===== config.mk =====
export PLATFORM = sky130hd
export DESIGN_NAME = bilinear_interp_2d_flat
export DESIGN_NICKNAME = d
export VERILOG_FILES = /design/src/rtl/bilinear_interp_2d_if.sv /design/src/rtl/bilinear_interp_2d.sv /design/src/flat_wrapper.sv
export SDC_FILE = /design/constraint.sdc
export NUM_CORES = 1
export LEC_CHECK = 0
export CORE_AREA = 2 2 109 111
export CTS_BUF_LIST = sky130_fd_sc_hd__clkbuf_16
export CTS_CLUSTER_DIAMETER = 200
export CTS_CLUSTER_SIZE = 28
export DETAILED_ROUTE_END_ITERATION = 10
export DIE_AREA = 0 0 111 113
export PLACE_DENSITY = 0.82
export SLEW_MARGIN = 20
export SYNTH_ARGS = -nofsm -noshare
export SYNTH_HDL_FRONTEND = slang
export SYNTH_SLANG_ARGS = --single-unit

===== constraint.sdc =====
create_clock -name clk -period 5.2 [get_ports clk]
set_input_delay 0.52 -clock clk [delete_from_list [all_inputs] [get_ports clk]]
set_output_delay 0.52 -clock clk [all_outputs]
set_load 0.005 [all_outputs]

===== src/rtl/bilinear_interp_2d_if.sv =====
// Stream bundle for bilinear_interp_2d: neighbourhood/fraction input side
// and interpolated-pixel output side, each with valid/ready handshake.
interface bilinear_interp_2d_if #(
    parameter int PIX_W     = 8,
    parameter int FRAC_BITS = 2,
    parameter int NUM_CH    = 1,
    parameter int USER_W    = 1
);
    logic                       in_valid;
    logic                       in_ready;
    logic [NUM_CH*4*PIX_W-1:0]  in_pixels;
    logic [FRAC_BITS-1:0]       in_frac_x;
    logic [FRAC_BITS-1:0]       in_frac_y;
    logic [USER_W-1:0]          in_user;
    logic                       out_valid;
    logic                       out_ready;
    logic [NUM_CH*PIX_W-1:0]    out_pixel;
    logic [USER_W-1:0]          out_user;

    // Upstream fetch stage / downstream writer side.
    modport master (
        output in_valid, in_pixels, in_frac_x, in_frac_y, in_user, out_ready,
        input  in_ready, out_valid, out_pixel, out_user
    );

    // Interpolator side.
    modport slave (
        input  in_valid, in_pixels, in_frac_x, in_frac_y, in_user, out_ready,
        output in_ready, out_valid, out_pixel, out_user
    );
endinterface


===== src/rtl/bilinear_interp_2d.sv =====
// Three-stage pipelined 2D bilinear interpolator with valid/ready backpressure.
// Define BILINEAR_ROUND_EN for round-half-up output; default build truncates.
module bilinear_interp_2d #(
    parameter int PIX_W     = 8,
    parameter int FRAC_BITS = 2,
    parameter int NUM_CH    = 1,
    parameter int USER_W    = 1
) (
    input  logic               clk,
    input  logic               reset,
    bilinear_interp_2d_if.slave bus
);
    localparam int W1 = PIX_W + FRAC_BITS;
    localparam int W2 = PIX_W + 2 * FRAC_BITS;
    localparam logic [FRAC_BITS:0] S = {1'b1, {FRAC_BITS{1'b0}}};
`ifdef BILINEAR_ROUND_EN
    localparam logic [W2-1:0] RND = W2'(1) << (2 * FRAC_BITS - 1);
`else
    localparam logic [W2-1:0] RND = '0;
`endif

    logic                        valid1, valid2;
    logic                        ready1, ready2, ready3;
    logic [FRAC_BITS-1:0]        fy1;
    logic [USER_W-1:0]           user1, user2;
    logic [NUM_CH-1:0][W1-1:0]   top_q, bot_q, top_d, bot_d;
    logic [NUM_CH-1:0][W2-1:0]   acc_q, acc_d, rnd_sum;
    logic [NUM_CH*PIX_W-1:0]     out_d;
    logic [W1-1:0]               wx0, wx1;
    logic [W2-1:0]               wy0, wy1;

    // A stage can take new data if it is empty or its successor drains it.
    assign ready3       = !bus.out_valid || bus.out_ready;
    assign ready2       = !valid2 || ready3;
    assign ready1       = !valid1 || ready2;
    assign bus.in_ready = ready1;

    // NOTE: every output of this block is assigned on every pass (weights
    // first, then each channel's full word), so no latch can be inferred.
    always_comb begin
        wx0 = W1'(bus.in_frac_x);
        wx1 = W1'(S - {1'b0, bus.in_frac_x});
        wy0 = W2'(fy1);
        wy1 = W2'(S - {1'b0, fy1});
        for (int c = 0; c < NUM_CH; c++) begin
            top_d[c] = W1'(bus.in_pixels[(c*4+0)*PIX_W +: PIX_W]) * wx1
                     + W1'(bus.in_pixels[(c*4+1)*PIX_W +: PIX_W]) * wx0;
            bot_d[c] = W1'(bus.in_pixels[(c*4+2)*PIX_W +: PIX_W]) * wx1
                     + W1'(bus.in_pixels[(c*4+3)*PIX_W +: PIX_W]) * wx0;
            acc_d[c] = W2'(top_q[c]) * wy1 + W2'(bot_q[c]) * wy0;
            // Worst case (2^PIX_W-1)*S^2 + S^2/2 still fits in W2 bits.
            rnd_sum[c] = acc_q[c] + RND;
            out_d[c*PIX_W +: PIX_W] = rnd_sum[c][W2-1 -: PIX_W];
        end
    end

    // NOTE: non-blocking assignments throughout, so every stage samples the
    // previous stage's value from before this edge.
    always_ff @(posedge clk) begin
        if (reset) begin
            // NOTE: datapath registers are cleared too, so a reset leaves no
            // stale pixel visible on out_pixel or inside the pipe.
            valid1        <= 1'b0;
            valid2        <= 1'b0;
            bus.out_valid <= 1'b0;
            fy1           <= '0;
            user1         <= '0;
            user2         <= '0;
            top_q         <= '0;
            bot_q         <= '0;
            acc_q         <= '0;
            bus.out_pixel <= '0;
            bus.out_user  <= '0;
        end else begin
            if (ready1) begin
                valid1 <= bus.in_valid;
                if (bus.in_valid) begin
                    top_q <= top_d;
                    bot_q <= bot_d;
                    fy1   <= bus.in_frac_y;
                    user1 <= bus.in_user;
                end
            end
            if (ready2) begin
                valid2 <= valid1;
                if (valid1) begin
                    acc_q <= acc_d;
                    user2 <= user1;
                end
            end
            if (ready3) begin
                bus.out_valid <= valid2;
                if (valid2) begin
                    bus.out_pixel <= out_d;
                    bus.out_user  <= user2;
                end
            end
        end
    end
endmodule


===== src/flat_wrapper.sv =====
// flat-port wrapper written by rule: the top's interface ports become plain ports
module bilinear_interp_2d_flat 
#(
    parameter int PIX_W     = 8,
    parameter int FRAC_BITS = 2,
    parameter int NUM_CH    = 1,
    parameter int USER_W    = 1
)
  (clk, reset, bus_in_valid, bus_in_pixels, bus_in_frac_x, bus_in_frac_y, bus_in_user, bus_out_ready, bus_in_ready, bus_out_valid, bus_out_pixel, bus_out_user);
  bilinear_interp_2d_if #(.PIX_W(PIX_W), .FRAC_BITS(FRAC_BITS), .NUM_CH(NUM_CH), .USER_W(USER_W)) bus_i ();
  input  logic clk;
  input  logic reset;
  input wire logic [$bits(bus_i.in_valid)-1:0] bus_in_valid;
  input wire logic [$bits(bus_i.in_pixels)-1:0] bus_in_pixels;
  input wire logic [$bits(bus_i.in_frac_x)-1:0] bus_in_frac_x;
  input wire logic [$bits(bus_i.in_frac_y)-1:0] bus_in_frac_y;
  input wire logic [$bits(bus_i.in_user)-1:0] bus_in_user;
  input wire logic [$bits(bus_i.out_ready)-1:0] bus_out_ready;
  output wire logic [$bits(bus_i.in_ready)-1:0] bus_in_ready;
  output wire logic [$bits(bus_i.out_valid)-1:0] bus_out_valid;
  output wire logic [$bits(bus_i.out_pixel)-1:0] bus_out_pixel;
  output wire logic [$bits(bus_i.out_user)-1:0] bus_out_user;
  assign bus_i.in_valid = bus_in_valid;
  assign bus_i.in_pixels = bus_in_pixels;
  assign bus_i.in_frac_x = bus_in_frac_x;
  assign bus_i.in_frac_y = bus_in_frac_y;
  assign bus_i.in_user = bus_in_user;
  assign bus_i.out_ready = bus_out_ready;
  assign bus_in_ready = bus_i.in_ready;
  assign bus_out_valid = bus_i.out_valid;
  assign bus_out_pixel = bus_i.out_pixel;
  assign bus_out_user = bus_i.out_user;
  bilinear_interp_2d #(.PIX_W(PIX_W), .FRAC_BITS(FRAC_BITS), .NUM_CH(NUM_CH), .USER_W(USER_W)) u_core (.clk(clk), .reset(reset), .bus(bus_i));
endmodule

==> reports/results.tsv <==
stage	metric	value	unit
run_status	outcome	completed	
global_route	grt_pass1_vias	5119	
worst_setup_path	crit_required	5.34	ns
synthesis	post_synth_instance_area	6160	sq um
synthesis	mean_instance_size_in_the_synthesized_netlist	8.837	sq um
synthesis	synth.top_cell.area_share	25.39	%
routing	routedWlPerCell	14.07	um
synthesis	yosys.area_share.adder	44.89	%
sta	timing.slew.headroom	41.98	%
sta	timing.final.crit_period	4.987	ns
floorplanning	core-area	11270	sq um
synthesis	synthSimpleGateAreaFrac	20.68	%
sta	fmax	200.5	MHz
power_and_ir_drop	static-leakage-power	3.653	nW
sta	hold_violations	0	
placement	dpl.hpwl	10530	um
synthesis	synth_nets	923	
worst_setup_path	critical_path.cell_chain	clkdlybuf4s50_1, inv_1, ha_4, and2_1, fa_1, fa_1, fa_1, fa_1, ha_1, ha_1, or3_1, or2_2, o221ai_1, xor2_1, a21oi_1	
routing	vias	4816	
clock_network	clkSlewWorstSetupHoldPaths	0.06	ns
synthesis	synth_compound_area_share	6.967	%
sta	timing.final.crit_share	95.91	%
power_and_ir_drop	post-layout-total-power	1.740	mW
floorplanning	fp.dieH	113	um
synthesis	synth_seq_area_share	14.30	%
power_and_ir_drop	power_per_cell_area	244.3	nW/um^2
synthesis	xor_xnor_cell_area_share_of_the_yosys_netlist	4.266	%
finish	diodes	0	
power_and_ir_drop	power.ir.vdd_worst	0.1482	mV
sta	setup-violations-final	0	
synthesis	number_of_enable_type_register_cells_in_the_synthesized_netlist	0	
worst_setup_path	cp-end-kind	register	
placement	io_buffer_count	51	
finish	design.final.nets	981	
synthesis	share_of_cell_area_taken_by_muxes_after_synthesis	1.463	%
sta	timing.clock.skew	0.005467	ns
synthesis	synth_seq_cells	44	
routing	dr.pass1.iters	4	
clock_network	deepest_level_of_the_cts_h_tree	2	
worst_setup_path	critPathBufInv	2	
global_route	track_usage	21.22	%
clock_network	tritoncts_num_sinks	44	
clock_network	clock_tree_from_tritoncts	yes	
floorplanning	num_io_pins	52	
sta	final_max_slew_viol_count	0	
global_route	grt_max_degree	48	
routing	drt-vias-per-instance	5.357	
placement	place_inst	891	
routing	drt_drc	0	
routing	wl	12650	um
sta	grt_setup_unrepaired	false	
sta	worst_tran_pin_value	0.8682	ns
synthesis	dominant_combinational_cell_family_by_area_after_synthesis	adder cells	
worst_setup_path	cpPeakStageDelay	0.53	ns
global_route	grt_remaining_overflow	0	
worst_setup_path	setup.worst_path.start_class	input pin	
hold_path	hp-class	register to register	
synthesis	synthDistinctLibCells	40	
clock_network	post-cts-setup-buffers	0	
synthesis	synthesis.yosys.warnings	0	
floorplanning	initial_utilization	54.65	%
sta	worst_slack	0.2127	ns
worst_setup_path	critical_path.top_delay_family	adder cells	
placement	dp_slack	-0.3426	ns
floorplanning	rows	39	
flow_run	max_cap_viol	0	
finish	fin_cells	899	
synthesis	netlist_instances	697	
worst_setup_path	crit_path_frequent_cell	sky130_fd_sc_hd__fa_1	
global_route	first_pass_grt_wire_length	22450	um
floorplanning	die-area	12540	sq um
clock_network	clk_buf_depth	2	
routing	drt_iter0_markers	214	
worst_setup_path	worst-endpoint-arrival	5.13	ns
routing	postRouteAntennaNets	0	
sta	final.setup.tns	0	ns
global_route	antenna_found_initial	0	
clock_network	cts_hold_buffers	0	
worst_setup_path	largest_fanout_on_the_critical_path	4	
finish	drive_gt1_share	5.556	%
synthesis	synth_top_cells_by_area	sky130_fd_sc_hd__ha_1, sky130_fd_sc_hd__fa_1, sky130_fd_sc_hd__dfxtp_1	
placement	gpl.final_weighted_congestion	0.8405	
floorplanning	die_w	111	um
synthesis	postSynth.asyncResetShare	0	%
worst_setup_path	critPathSlowestCell	sky130_fd_sc_hd__fa_1	
clock_network	cts-buffers-inserted	5	
synthesis	yosys.area.top_type	sky130_fd_sc_hd__ha_1	
worst_setup_path	category_of_the_most_critical_setup_path	input pin to register	
clock_network	clk-insertion-delay-late	0.29	ns
clock_network	clock_tree_root	sky130_fd_sc_hd__clkbuf_16	
synthesis	synth_ff_type	sky130_fd_sc_hd__dfxtp_1	
finish	flow.area_growth_from_synthesis	15.58	%
-- cell type report --
type	instances	area, sq um
clock inverter	3	18.77
multi-input combinational	532	4870
inverter	100	375.4
fill	862	4153
timing repair buffer	72	670.6
sequential	44	880.8
clock buffer	5	125.1
tap	143	178.9
-- flip-flops by register name, summed over array words and instances (netlist names) --
name,flops
u_core.acc_q,8
u_core.bus.out_valid,1
u_core.fy1,2
u_core.user1,1
u_core.bus.out_user,1
u_core.bot_q,10
u_core.top_q,10
u_core.bus.out_pixel,8
u_core.valid1,1
u_core.valid2,1
u_core.user2,1
-- tightest hold or removal path: cells and delay by family, from the launching register on --
family	cells	cell delay [ns]
flip-flops	1	0.31
AND/OR/NAND/NOR	1	0.05
AO/OA/AOI/OAI	1	0.05
-- stage by stage --
stage | utilization (%) | area [sq um] | hold slack, ns
finish | 63.16 | 7119 | 0.4587
global route | 63.16 | 7119 | 0.4788
CTS | 62.86 | 7086 | 0.4674
detailed placement | 61.48 | 6930 | 0.4578
global placement | 61.48 | 6930 | 0.4395
floorplan | - | 6161 | 0.4312
-- placed cells by master (no fill, tap or decap), drive strengths merged, types with 3 or more instances in the layout --
master / Yosys / routed
xor2: 8 / 8
inv: 99 / 99
or2: 3 / 3
ha: 125 / 125
nand2: 64 / 64
nor4b: 4 / 4
nor2: 23 / 23
nand3: 10 / 10
fa: 60 / 60
buf: 5 / 21
a211oi: 8 / 8
clkbuf: 16 / 5
mux2i: 9 / 9
clkdlybuf4s50: 0 / 50
xnor2: 22 / 22
a31oi: 5 / 5
nand4: 3 / 3
a21o: 4 / 4
o21ai: 8 / 8
and2: 109 / 109
nand2b: 4 / 4
nor3: 6 / 6
a21oi: 33 / 33
dfxtp: 44 / 44
nor2b: 4 / 4
o21bai: 5 / 5
or4: 4 / 4
-- repair_timing --
action | in CTS | in global routing
resized for setup | 2 | 4
endpoints found under the hold margin | 0 | 0
pin swaps | 0 | 5
endpoints found under the setup margin | 1 | 6
-- logic make-up after synthesis --
logic type,after synthesis
buffers and inverters,121
adders and majority gates,185
AOI/OAI and AO/OA,71
xor gates and xnor gates,30
muxes,9
DFF,44
and+or+nand+nor,237
-- cell usage after synthesis, drive strengths merged (9+ instances only) --
cell type and count:
xnor2 22, and2 109, nand2 64, fa 60, nor2 23, inv 99, nand3 10, mux2i 9
dfxtp 44, ha 125, clkbuf 16, a21oi 33
-- where the power goes --
group          internal, mW  total [mW]  switching [mW]
combinational         0.479        1.01           0.530
clock                 0.176       0.307           0.131
sequential            0.383       0.423          0.0398
total                  1.04        1.74           0.701
-- worst paths after layout --
| path | start | slack [ns] | to | cells past startpoint |
|---|---|---|---|---|
| worst max-delay path | bus_in_frac_x[0] | 0.21 | u_core.top_q[8] | 15 |
| worst min-delay path | u_core.acc_q[5] | 0.46 | u_core.acc_q[5] | 2 |
| worst max register to register | u_core.fy1[1] | 0.38 | u_core.acc_q[9] | 19 |
| worst min register to register | u_core.acc_q[5] | 0.46 | u_core.acc_q[5] | 2 |
-- per-layer routing --
metal	GRT usage, %	wire (um)	vias to the layer above
met2	40.57	6722	82
li1	-	-	2367
met1	25.37	5406	2346
met4	6.417	252	0
met3	1.768	271	21
met5	0	0	-
(Power assumes the default switching activity.)
